==> config.mk <==
export PLATFORM = sky130hd
export DESIGN_NAME = match_filter_ctrl
export DESIGN_NICKNAME = d
export VERILOG_FILES = /design/src/rtl/match_filter_ctrl_pkg.sv /design/src/rtl/mf_coef_regs.sv /design/src/rtl/match_filter_ctrl.sv
export SDC_FILE = /design/constraint.sdc
export NUM_CORES = 1
export LEC_CHECK = 0
export ABC_AREA = 1
export CAP_MARGIN = 15
export CELL_PAD_IN_SITES_DETAIL_PLACEMENT = 2
export CELL_PAD_IN_SITES_GLOBAL_PLACEMENT = 2
export CORE_UTILIZATION = 33
export DETAILED_ROUTE_END_ITERATION = 8
export PLACE_DENSITY = 0.79
export SYNTH_ARGS = -nofsm -noshare
export SYNTH_HDL_FRONTEND = slang
export SYNTH_SLANG_ARGS = --single-unit
export TNS_END_PERCENT = 100
==> constraint.sdc <==
create_clock -name clk -period 2.3 [get_ports clk]
set_clock_uncertainty 0.2 [all_clocks]
set_input_delay 0.345 -clock clk [delete_from_list [all_inputs] [get_ports clk]]
set_output_delay 0.345 -clock clk [all_outputs]
set_load 0.1 [all_outputs]
==> src/rtl/match_filter_ctrl_pkg.sv <==
// Shared definitions for the match_filter coefficient/detection controller:
// register offsets, control bit positions, state encoding and small helpers.
package match_filter_ctrl_pkg;

   localparam int NUM_COEF = 7;

   localparam logic [6:0] REG_COEF0     = 7'd0;
   localparam logic [6:0] REG_COEF_LAST = 7'd6;
   localparam logic [6:0] REG_CTRL      = 7'd7;
   localparam logic [6:0] REG_DEAD      = 7'd8;

   localparam int CTRL_ENABLE_BIT = 0;
   localparam int CTRL_LOAD_BIT   = 1;

   typedef enum logic [2:0] {
      ST_IDLE   = 3'd0,
      ST_LOAD   = 3'd1,
      ST_SETTLE = 3'd2,
      ST_ARMED  = 3'd3,
      ST_DEAD   = 3'd4
   } mf_state_t;

   function automatic logic [15:0] sat_inc16(input logic [15:0] value);
      return (value == 16'hFFFF) ? value : value + 16'd1;
   endfunction

endpackage

==> src/rtl/mf_coef_regs.sv <==
// Serial register decode for the match filter controller: coefficient
// staging file, enable level, self-clearing load strobe and dead time.
module mf_coef_regs
   import match_filter_ctrl_pkg::*;
#(
   parameter logic [6:0] BASE_ADDR = 7'd80
) (
   input  logic                      clk,
   input  logic                      reset,
   input  logic                      serial_strobe,
   input  logic [6:0]                serial_addr,
   input  logic [31:0]               serial_data,
   input  logic                      busy,
   output logic [NUM_COEF-1:0][31:0] stage,
   output logic                      enable,
   output logic                      load_wr,
   output logic [15:0]               deadtime
);

   logic [NUM_COEF-1:0][31:0] stage_d, stage_q;
   logic                      enable_d, enable_q;
   logic [15:0]               deadtime_d, deadtime_q;
   logic [6:0]                offset;
   logic                      hit;

   // Work out which register of this block, if any, the bus is addressing.
   always_comb begin
      offset = serial_addr - BASE_ADDR;
      hit    = serial_strobe && (serial_addr >= BASE_ADDR) && (offset <= REG_DEAD);
   end

   // Next register values; staging words are frozen while a burst is streaming
   // and load is a one-cycle strobe that never holds.
   always_comb begin
      stage_d    = stage_q;
      enable_d   = enable_q;
      deadtime_d = deadtime_q;
      load_wr    = 1'b0;
      if (hit) begin
         if (offset <= REG_COEF_LAST) begin
            if (!busy) begin
               stage_d[offset[2:0]] = serial_data;
            end
         end else if (offset == REG_CTRL) begin
            enable_d = serial_data[CTRL_ENABLE_BIT];
            load_wr  = serial_data[CTRL_LOAD_BIT];
         end else begin
            deadtime_d = serial_data[15:0];
         end
      end
   end

   // Register file state with synchronous active-low reset.
   always_ff @(posedge clk) begin
      if (!reset) begin
         stage_q    <= '0;
         enable_q   <= 1'b0;
         deadtime_q <= 16'd0;
      end else begin
         stage_q    <= stage_d;
         enable_q   <= enable_d;
         deadtime_q <= deadtime_d;
      end
   end

   assign stage    = stage_q;
   assign enable   = enable_q;
   assign deadtime = deadtime_q;

endmodule

==> src/rtl/match_filter_ctrl.sv <==
// Match filter controller: streams staged coefficients into the filter,
// waits for the filter to settle, then turns qualified matches into
// timestamped, dead-time-limited events.
module match_filter_ctrl
   import match_filter_ctrl_pkg::*;
#(
   parameter logic [6:0] BASE_ADDR      = 7'd80,
   parameter int         SETTLE_STROBES = 16
) (
   input  logic        clk,
   input  logic        reset,
   input  logic        serial_strobe,
   input  logic [6:0]  serial_addr,
   input  logic [31:0] serial_data,
   input  logic        rxstrobe,
   input  logic        valid,
   input  logic        match,
   input  logic [31:0] timestamp,
   output logic [31:0] cdata,
   output logic [2:0]  cstate,
   output logic        cwrite,
   output logic        busy,
   output logic        armed,
   output logic        match_event,
   output logic [31:0] match_time,
   output logic [15:0] match_count
);

   localparam logic [15:0] SETTLE_LAST = 16'(SETTLE_STROBES - 1);
   localparam logic [2:0]  LAST_IDX    = 3'(NUM_COEF);

   logic [NUM_COEF-1:0][31:0] stage;
   logic                      enable;
   logic                      load_wr;
   logic [15:0]               deadtime;

   mf_state_t   state_d, state_q;
   logic [2:0]  idx_d, idx_q;
   logic [15:0] settle_d, settle_q;
   logic [15:0] dead_d, dead_q;
   logic        loaded_d, loaded_q;
   logic [31:0] cdata_d, cdata_q;
   logic [2:0]  cstate_d, cstate_q;
   logic        cwrite_d, cwrite_q;
   logic        busy_d, busy_q;
   logic        armed_d, armed_q;
   logic        match_event_d, match_event_q;
   logic [31:0] match_time_d, match_time_q;
   logic [15:0] match_count_d, match_count_q;
   logic        match_hit;

   mf_coef_regs #(
      .BASE_ADDR(BASE_ADDR)
   ) u_coef_regs (
      .clk          (clk),
      .reset        (reset),
      .serial_strobe(serial_strobe),
      .serial_addr  (serial_addr),
      .serial_data  (serial_data),
      .busy         (busy_q),
      .stage        (stage),
      .enable       (enable),
      .load_wr      (load_wr),
      .deadtime     (deadtime)
   );

   // Next-state and next-output logic; a load write beats every other
   // condition, and a cleared enable drops any active detection state.
   always_comb begin
      state_d       = state_q;
      idx_d         = idx_q;
      settle_d      = settle_q;
      dead_d        = dead_q;
      loaded_d      = loaded_q;
      cdata_d       = '0;
      cstate_d      = 3'd0;
      cwrite_d      = 1'b0;
      match_event_d = 1'b0;
      match_time_d  = match_time_q;
      match_count_d = match_count_q;
      match_hit     = rxstrobe && valid && match;

      if (load_wr) begin
         state_d  = ST_LOAD;
         idx_d    = 3'd1;
         cdata_d  = stage[0];
         cstate_d = 3'd1;
         cwrite_d = 1'b1;
      end else begin
         case (state_q)
            ST_IDLE: begin
               if (enable && loaded_q) begin
                  state_d  = ST_SETTLE;
                  settle_d = 16'd0;
               end
            end
            ST_LOAD: begin
               if (idx_q != LAST_IDX) begin
                  cdata_d  = stage[idx_q];
                  cstate_d = idx_q + 3'd1;
                  cwrite_d = 1'b1;
                  idx_d    = idx_q + 3'd1;
               end else begin
                  loaded_d      = 1'b1;
                  match_count_d = 16'd0;
                  settle_d      = 16'd0;
                  state_d       = enable ? ST_SETTLE : ST_IDLE;
               end
            end
            ST_SETTLE: begin
               if (!enable) begin
                  state_d = ST_IDLE;
               end else if (rxstrobe) begin
                  if (settle_q == SETTLE_LAST) begin
                     state_d = ST_ARMED;
                  end else begin
                     settle_d = settle_q + 16'd1;
                  end
               end
            end
            ST_ARMED: begin
               if (!enable) begin
                  state_d = ST_IDLE;
               end else if (match_hit) begin
                  match_event_d = 1'b1;
                  match_time_d  = timestamp;
                  match_count_d = sat_inc16(match_count_q);
                  if (deadtime != 16'd0) begin
                     state_d = ST_DEAD;
                     dead_d  = deadtime;
                  end
               end
            end
            ST_DEAD: begin
               if (!enable) begin
                  state_d = ST_IDLE;
               end else if (rxstrobe) begin
                  dead_d = dead_q - 16'd1;
                  if (dead_q == 16'd1) begin
                     state_d = ST_ARMED;
                  end
               end
            end
            default: begin
               state_d = ST_IDLE;
            end
         endcase
      end

      busy_d  = (state_d == ST_LOAD);
      armed_d = (state_d == ST_ARMED);
   end

   // Controller state and registered outputs, synchronous active-low reset.
   always_ff @(posedge clk) begin
      if (!reset) begin
         state_q       <= ST_IDLE;
         idx_q         <= 3'd0;
         settle_q      <= 16'd0;
         dead_q        <= 16'd0;
         loaded_q      <= 1'b0;
         cdata_q       <= 32'd0;
         cstate_q      <= 3'd0;
         cwrite_q      <= 1'b0;
         busy_q        <= 1'b0;
         armed_q       <= 1'b0;
         match_event_q <= 1'b0;
         match_time_q  <= 32'd0;
         match_count_q <= 16'd0;
      end else begin
         state_q       <= state_d;
         idx_q         <= idx_d;
         settle_q      <= settle_d;
         dead_q        <= dead_d;
         loaded_q      <= loaded_d;
         cdata_q       <= cdata_d;
         cstate_q      <= cstate_d;
         cwrite_q      <= cwrite_d;
         busy_q        <= busy_d;
         armed_q       <= armed_d;
         match_event_q <= match_event_d;
         match_time_q  <= match_time_d;
         match_count_q <= match_count_d;
      end
   end

   assign cdata       = cdata_q;
   assign cstate      = cstate_q;
   assign cwrite      = cwrite_q;
   assign busy        = busy_q;
   assign armed       = armed_q;
   assign match_event = match_event_q;
   assign match_time  = match_time_q;
   assign match_count = match_count_q;

endmodule

==> results.py, run 1 <==
metrics = {
    "status": {
        "status": "finished with violations",
        "violations": "negative setup slack",
    },
    "routing": {
        "drt_iter0_markers": 1033,
        "post_drt_wl_per_cell_um": 24.5,
        "drt_pass1_iterations": 5,
        "vias": 19116,
        "drt-total-wl_mm": 81.3,
        "drcViolationCount": 0,
        "avgViaCountPerCell": 5.77,
        "ant_nets": 0,
    },
    "clocking": {
        "clk_latency_ns": 0.59,
        "numCtsBuffers": 46,
        "ctsLongestPathBuffers": 3,
        "hold_buffers": 0,
        "cts.sinks": 367,
        "cts_tree": "yes",
        "path_clk_slew_ns": 0.06,
        "htree_levels": 2,
        "root_buffer": "clkbuf_16",
    },
    "power_and_ir_drop": {
        "switching_share_pct": 23.4,
        "ir_worst_vdd_mv": 0.448,
        "p_leak_nw": 7.96,
        "p_clk_share_pct": 52.1,
        "powerDensity_nw_per_um2": 670,
        "seqPwrFrac_pct": 42.8,
        "p_int_mw": 11.4,
        "power_frac_comb_pct": 5.1,
        "p_switching_mw": 3.48,
    },
    "logic_synthesis": {
        "syn_area_per_cell_um2": 7.03,
        "synth_top_area_share_pct": 42.6,
        "ys_ff_latch": 367,
        "synthArstFlopShare_pct": 0,
        "synth_area_um2": 17300,
        "synthCells": 2456,
        "synthFlopType": "dfxtp_1",
        "yosysWarnings": 0,
        "synth_top_cell_by_area": "dfxtp_1",
        "synth.distinct_cells": 39,
        "synth-seq-area-share_pct": 42.6,
        "synth-edff-count": 0,
        "syn_nets": 2541,
        "synth.area.top_cells": "dfxtp_1, nand2_1, nand4_1",
    },
    "worst_setup_path": {
        "worstSetupPathType": "in -> reg",
        "path_buf_inv": 6,
        "endpoint_kind": "flop",
        "max_stage_delay_ns": 0.58,
        "path_cells": "clkdlybuf4s50_1 -> inv_2 -> nand2_2 -> nand3_2 -> buf_4 -> nor4_4 -> buf_4 -> clkbuf_16 -> nand3_4 -> clkbuf_16 -> nand2_1 -> a21oi_1",
        "crit_cells": 12,
        "timing.rr.end": "cdata[31]",
        "startpoint_type": "input port",
        "worst-endpoint-arrival_ns": 2.59,
        "reg2reg_slack_ns": 0.12,
        "r2r_cells": 9,
        "r2r-start": "idx_q[0]",
        "crit_fanout": 7,
        "crit_family": "buffers and inverters",
        "cpMaxStageDelayCell": "clkdlybuf4s50_1",
        "required_ns": 2.58,
    },
    "worst_hold_path": {
        "min_path_cells": 4,
        "hold_path_end": "u_coef_regs.deadtime[8]",
        "hp-class": "in -> reg",
        "hp-start": "reset",
    },
    "global_routing": {
        "grt_max_degree": 70,
        "grt_pass1_vias": 20605,
        "antenna_found_initial": 1,
        "grt_usage_pct": 29.0,
        "grt_overflow": 0,
        "grt_pass1_wl_mm": 121,
    },
    "placed_design": {
        "dp_slack_ns": -0.584,
        "gp_congestion": 0.856,
        "place_hpwl_mm": 49.5,
        "io_buffer_count": 163,
    },
    "finish": {
        "num-fill-cells": 5920,
        "drive_gt1_share_pct": 14.5,
        "fin_nets": 2690,
        "num_antenna_cells": 0,
        "syn2layout_area_growth_pct": 28.8,
        "regArea_um2": 7360,
        "multi_input_area_um2": 8780,
    },
    "floorplan": {
        "pin_count": 164,
        "start_util_pct": 33.5,
        "row_count": 83,
        "coreArea_um2": 51500,
        "die_y_um": 231,
        "fp.dieW_um": 231,
        "die_area_um2": 53200,
    },
    "timing": {
        "post-route-period-util_pct": 101,
        "slew_viol_final": 0,
        "fin_ws_ns": -0.0168,
        "setup_viol": 10,
        "max_slew.worst_pin.slew_ns": 0.611,
        "relSlewSlack_pct": 59.3,
        "whs_ns": 0.135,
        "hold_viol_final": 0,
        "post-route-min-period_ns": 2.32,
        "fin_setup_tns_ns": -0.0531,
        "clock.fmax_ghz": 0.432,
    },
    "job": {
        "cap_violations": 0,
    },
}
-- layout make-up --
type                    instances  share of cell area, %
repair buffers                319                   15.0
well taps                     680                   3.83
clock inverters                18                   1.40
clock buffers                  59                   5.71
inverters                      85                   1.48
flip-flops and latches        367                   33.1
multi-input cells            1786                   39.5
-- cell usage in the layout (no fill, tap or decap), types with 7 or more instances in the layout --
cell,synthesis,layout
nand3_1,123,118
xor2_1,14,14
clkbuf_16,0,53
o21ai_0,177,177
nor2_4,2,10
buf_12,0,44
nand3_2,7,9
dfxtp_1,367,357
a21oi_1,288,287
inv_1,76,74
clkbuf_8,0,7
bufinv_16,0,8
nand2_2,3,8
a21boi_0,10,8
nand2_1,483,478
inv_2,8,9
nand4_1,237,237
dfxtp_2,0,10
o211ai_1,31,31
o22ai_1,22,22
buf_4,7,184
ha_1,8,7
nor2_1,330,323
o221ai_1,11,11
clkdlybuf4s50_1,0,73
-- metal layers --
| layer | up-vias | routed length [um] | track usage [%] |
|---|---|---|---|
| li1 | 8709 | - | - |
| met1 | 9756 | 34000 | 35.1 |
| met2 | 494 | 41000 | 52.7 |
| met3 | 155 | 3550 | 2.88 |
| met4 | 2 | 2720 | 10.8 |
| met5 | - | 13 | 0 |
-- sequential cells by signal (all words and copies together), names as in the netlist --
| name | flops |
|---|---|
| match_event | 1 |
| cstate | 3 |
| u_coef_regs.enable | 1 |
| idx_q | 3 |
| u_coef_regs.stage | 224 |
| match_time | 32 |
| cwrite | 1 |
| armed | 1 |
| loaded_q | 1 |
| cdata | 32 |
| u_coef_regs.deadtime | 16 |
| state_q | 3 |
| match_count | 16 |
| dead_q | 16 |
| settle_q | 16 |
| busy | 1 |
-- synthesized netlist by cell type, drive strengths merged (6+ instances only) --
cell type	instances
a21boi	10
a21oi	288
buf	91
clkbuf	127
dfxtp	367
ha	8
inv	84
nand2	487
nand3	130
nand4	237
nor2	340
nor3	6
o211ai	31
o21ai	185
o221ai	11
o22ai	22
xor2	14
-- stage by stage --
stage	cell area, um^2	util (%)	power (mW)	instances
after detailed placement	20300	39.3	7.22	3223
after global routing	22200	43.1	15.3	3314
after global placement	20300	39.3	7.20	3223
after CTS	21800	42.4	15.0	3300
final	22200	43.1	14.9	3314
after floorplan	17300	-	6.78	2456
-- cells by family (layout without fill, tap and decap cells) --
group	Yosys count	count (layout)	synth area share (%)
simple gates	1210	1210	31.6
compound gates	552	552	17.1
flops	367	367	42.6
buf+inv	303	481	7.39
xor+xnor	16	16	0.812
fa+ha+maj	8	8	0.580
-- power groups by stage --
stage               sequential, mW  combinational (mW)  clock (mW)
floorplan                     6.50               0.279           0
CTS                           6.37               0.714        7.91
global placement              6.51               0.694           0
finish                        6.37               0.761        7.76
detailed placement            6.51               0.709           0
global route                  6.36               0.794        8.14
-- timing repair --
| item | CTS | global route |
|---|---|---|
| cloned | 0 | 8 |
| hold endpoints to repair | 0 | 0 |
| setup buffers | 0 | 6 |
| pin swaps | 0 | 4 |
| resized for setup | 2 | 36 |
| setup endpoints to repair | 5 | 239 |
-- worst register-to-register path: cells and delay by family (launching register included) --
kind,cells,cell delay (ns)
flip-flops,1,0.35
AO/OA/AOI/OAI,3,0.53
AND/OR/NAND/NOR,2,0.22
buffers and inverters,4,0.79
-- how the worst max path moves through the flow --
stage	from	end	slack [ns]
CTS	idx_q[1]	cdata[17]	0.003
floorplan	match_count[11]	match_count[7]	0.05
global route	serial_addr[6]	u_coef_regs.stage[178]	-0.07
finish	serial_addr[6]	u_coef_regs.stage[178]	-0.02
global placement	serial_addr[4]	u_coef_regs.stage[201]	-0.46
detailed placement	serial_addr[4]	cdata[31]	-0.58
(Power assumes the default switching activity.)
==> inputs of run 2 (changes only) <==
--- a/config.mk
+++ b/config.mk
@@ -9,6 +9,7 @@
 export CAP_MARGIN = 15
 export CELL_PAD_IN_SITES_DETAIL_PLACEMENT = 2
 export CELL_PAD_IN_SITES_GLOBAL_PLACEMENT = 2
+export CORE_ASPECT_RATIO = 1.2
 export CORE_UTILIZATION = 33
 export DETAILED_ROUTE_END_ITERATION = 8
 export PLACE_DENSITY = 0.79
==> results.py, run 2 (same netlist as run 1, synthesis figures left out) <==
metrics = {
    "status": {
        "status": "finished clean",
    },
    "finish": {
        "syn2layout_area_growth_pct": 28.5,
        "drive_gt1_share_pct": 14.0,
        "layout_commonest_cell": "nand2_1",
        "multi_input_area_um2": 8750,
        "largest_reg_flops": 224,
        "final_cell_mix": "nand2_1, dfxtp_1, nor2_1",
        "num_antenna_cells": 0,
        "regArea_um2": 7360,
        "final_core_util_pct": 43.1,
        "fin_nets": 2680,
        "num-fill-cells": 5894,
        "fin_area_um2": 22200,
    },
    "floorplan": {
        "die_y_um": 252,
        "die_area_um2": 53200,
        "coreArea_um2": 51500,
        "start_util_pct": 33.5,
        "fp.dieW_um": 211,
        "pin_count": 164,
        "row_count": 91,
    },
    "routing": {
        "vias": 19308,
        "drt_pass1_iterations": 7,
        "drcViolationCount": 0,
        "drt_iter0_markers": 1095,
        "avgViaCountPerCell": 5.81,
        "post_drt_wl_per_cell_um": 24.5,
        "ant_nets": 0,
        "drt-total-wl_mm": 81.6,
    },
    "timing": {
        "post-route-period-util_pct": 96.4,
        "setup_viol": 0,
        "clock.fmax_ghz": 0.451,
        "post-route-min-period_ns": 2.22,
        "relSlewSlack_pct": 52.8,
        "slew_viol_final": 0,
        "max_slew.worst_pin.slew_ns": 0.708,
        "hold_viol_final": 0,
    },
    "power_and_ir_drop": {
        "p_switching_mw": 3.51,
        "powerDensity_nw_per_um2": 657,
        "p_leak_nw": 7.90,
        "ir_worst_vdd_mv": 0.527,
        "p_clk_share_pct": 51.1,
        "switching_share_pct": 24.1,
        "seqPwrFrac_pct": 43.7,
        "power_frac_comb_pct": 5.2,
        "p_int_mw": 11.1,
    },
    "clocking": {
        "root_buffer": "clkbuf_16",
        "cts.sinks": 367,
        "clk_latency_ns": 0.59,
        "numCtsBuffers": 43,
        "cts_tree": "yes",
        "ctsLongestPathBuffers": 3,
        "path_clk_slew_ns": 0.06,
        "hold_buffers": 0,
        "htree_levels": 2,
    },
    "worst_setup_path": {
        "crit_fanout": 34,
        "required_ns": 2.60,
        "startpoint_type": "flop",
        "worstSetupPathType": "reg -> reg",
        "endpoint_kind": "flop",
        "worst-endpoint-arrival_ns": 2.51,
    },
    "global_routing": {
        "grt_max_degree": 61,
        "grt_pass1_vias": 20831,
        "grt_pass1_wl_mm": 123,
        "antenna_found_initial": 1,
        "grt_overflow": 0,
        "grt_usage_pct": 29.5,
    },
    "placed_design": {
        "place_area_um2": 20300,
        "gp_congestion": 0.819,
        "place_hpwl_mm": 49.0,
        "io_buffer_count": 163,
    },
    "job": {
        "cap_violations": 0,
    },
    "worst_hold_path": {
        "hp-class": "in -> reg",
    },
}
==> run 2: changes by cell type in the layout (fill, tap and decap cells not counted), moves of 3 or more <==
cell       delta
buf_4        -14
buf_12        +5
clkbuf_1      +5
clkbuf_8      +5
bufinv_16     -3
clkbuf_16     -3
nand2_1       +3
nand2_2       -3
==> run 2: power groups by stage <==
stage	Clock, mW	Combinational, mW	Sequential, mW
2_1_floorplan	0	0.279	6.50
3_3_place_gp	0	0.688	6.51
3_5_place_dp	0	0.705	6.51
4_1_cts	7.54	0.713	6.36
5_1_grt	7.76	0.793	6.36
6_report	7.44	0.762	6.36
==> run 2: repair_timing <==
action / 4_1_cts / 5_1_grt
setup endpoints to repair: 1 / 251
pin swaps: 0 / 2
gates resized for setup: 1 / 32
cloned: 0 / 8
buffers inserted: 0 / 5
==> run 2: layout make-up <==
class | instances | area share [%]
Clock buffer | 66 | 5.79
Clock inverter | 13 | 1.04
Inverter | 85 | 1.50
Multi-Input combinational cell | 1786 | 39.5
Sequential cell | 367 | 33.2
Tap cell | 697 | 3.93
Timing Repair Buffer | 312 | 15.1
==> run 2: routing by layer <==
metal / vias up / routed length [um] / GRT usage, %
li1: 8699 / - / -
met1: 9878 / 32900 / 34.6
met2: 556 / 42100 / 54.0
met3: 173 / 3910 / 3.95
met4: 2 / 2680 / 11.0
met5: - / 13 / 0
==> run 2: final timing paths <==
check,from,endpoint,slack [ns],cells past startpoint
setup / recovery,idx_q[2],cdata[1],0.08,6
setup reg to reg,idx_q[2],cdata[1],0.08,6
hold / removal,reset,dead_q[2],0.02,3
hold reg to reg,u_coef_regs.stage[48],u_coef_regs.stage[48],0.26,2
==> run 2: worst max-delay path: stages, from the launching register on <==
cell	delay, ns
dfxtp_1	0.37
buf_4	0.54
inv_1	0.18
buf_12	0.24
a21boi_0	0.32
o22ai_1	0.14
buf_4	0.15
==> run 2: metrics by stage <==
step,setup slack (ns),cells,setup TNS (ns),power [mW],hold slack [ns]
after detailed placement,-0.552,3235,-168.81,7.21,0.251
after floorplan,0.0533,2456,0,6.78,0.237
after global placement,-0.417,3235,-131.63,7.19,0.244
after global routing,-0.0142,3326,-0.0142,14.9,0.0445
after CTS,0.00222,3314,0,14.6,0.000923
final,0.0839,3326,0,14.6,0.0179
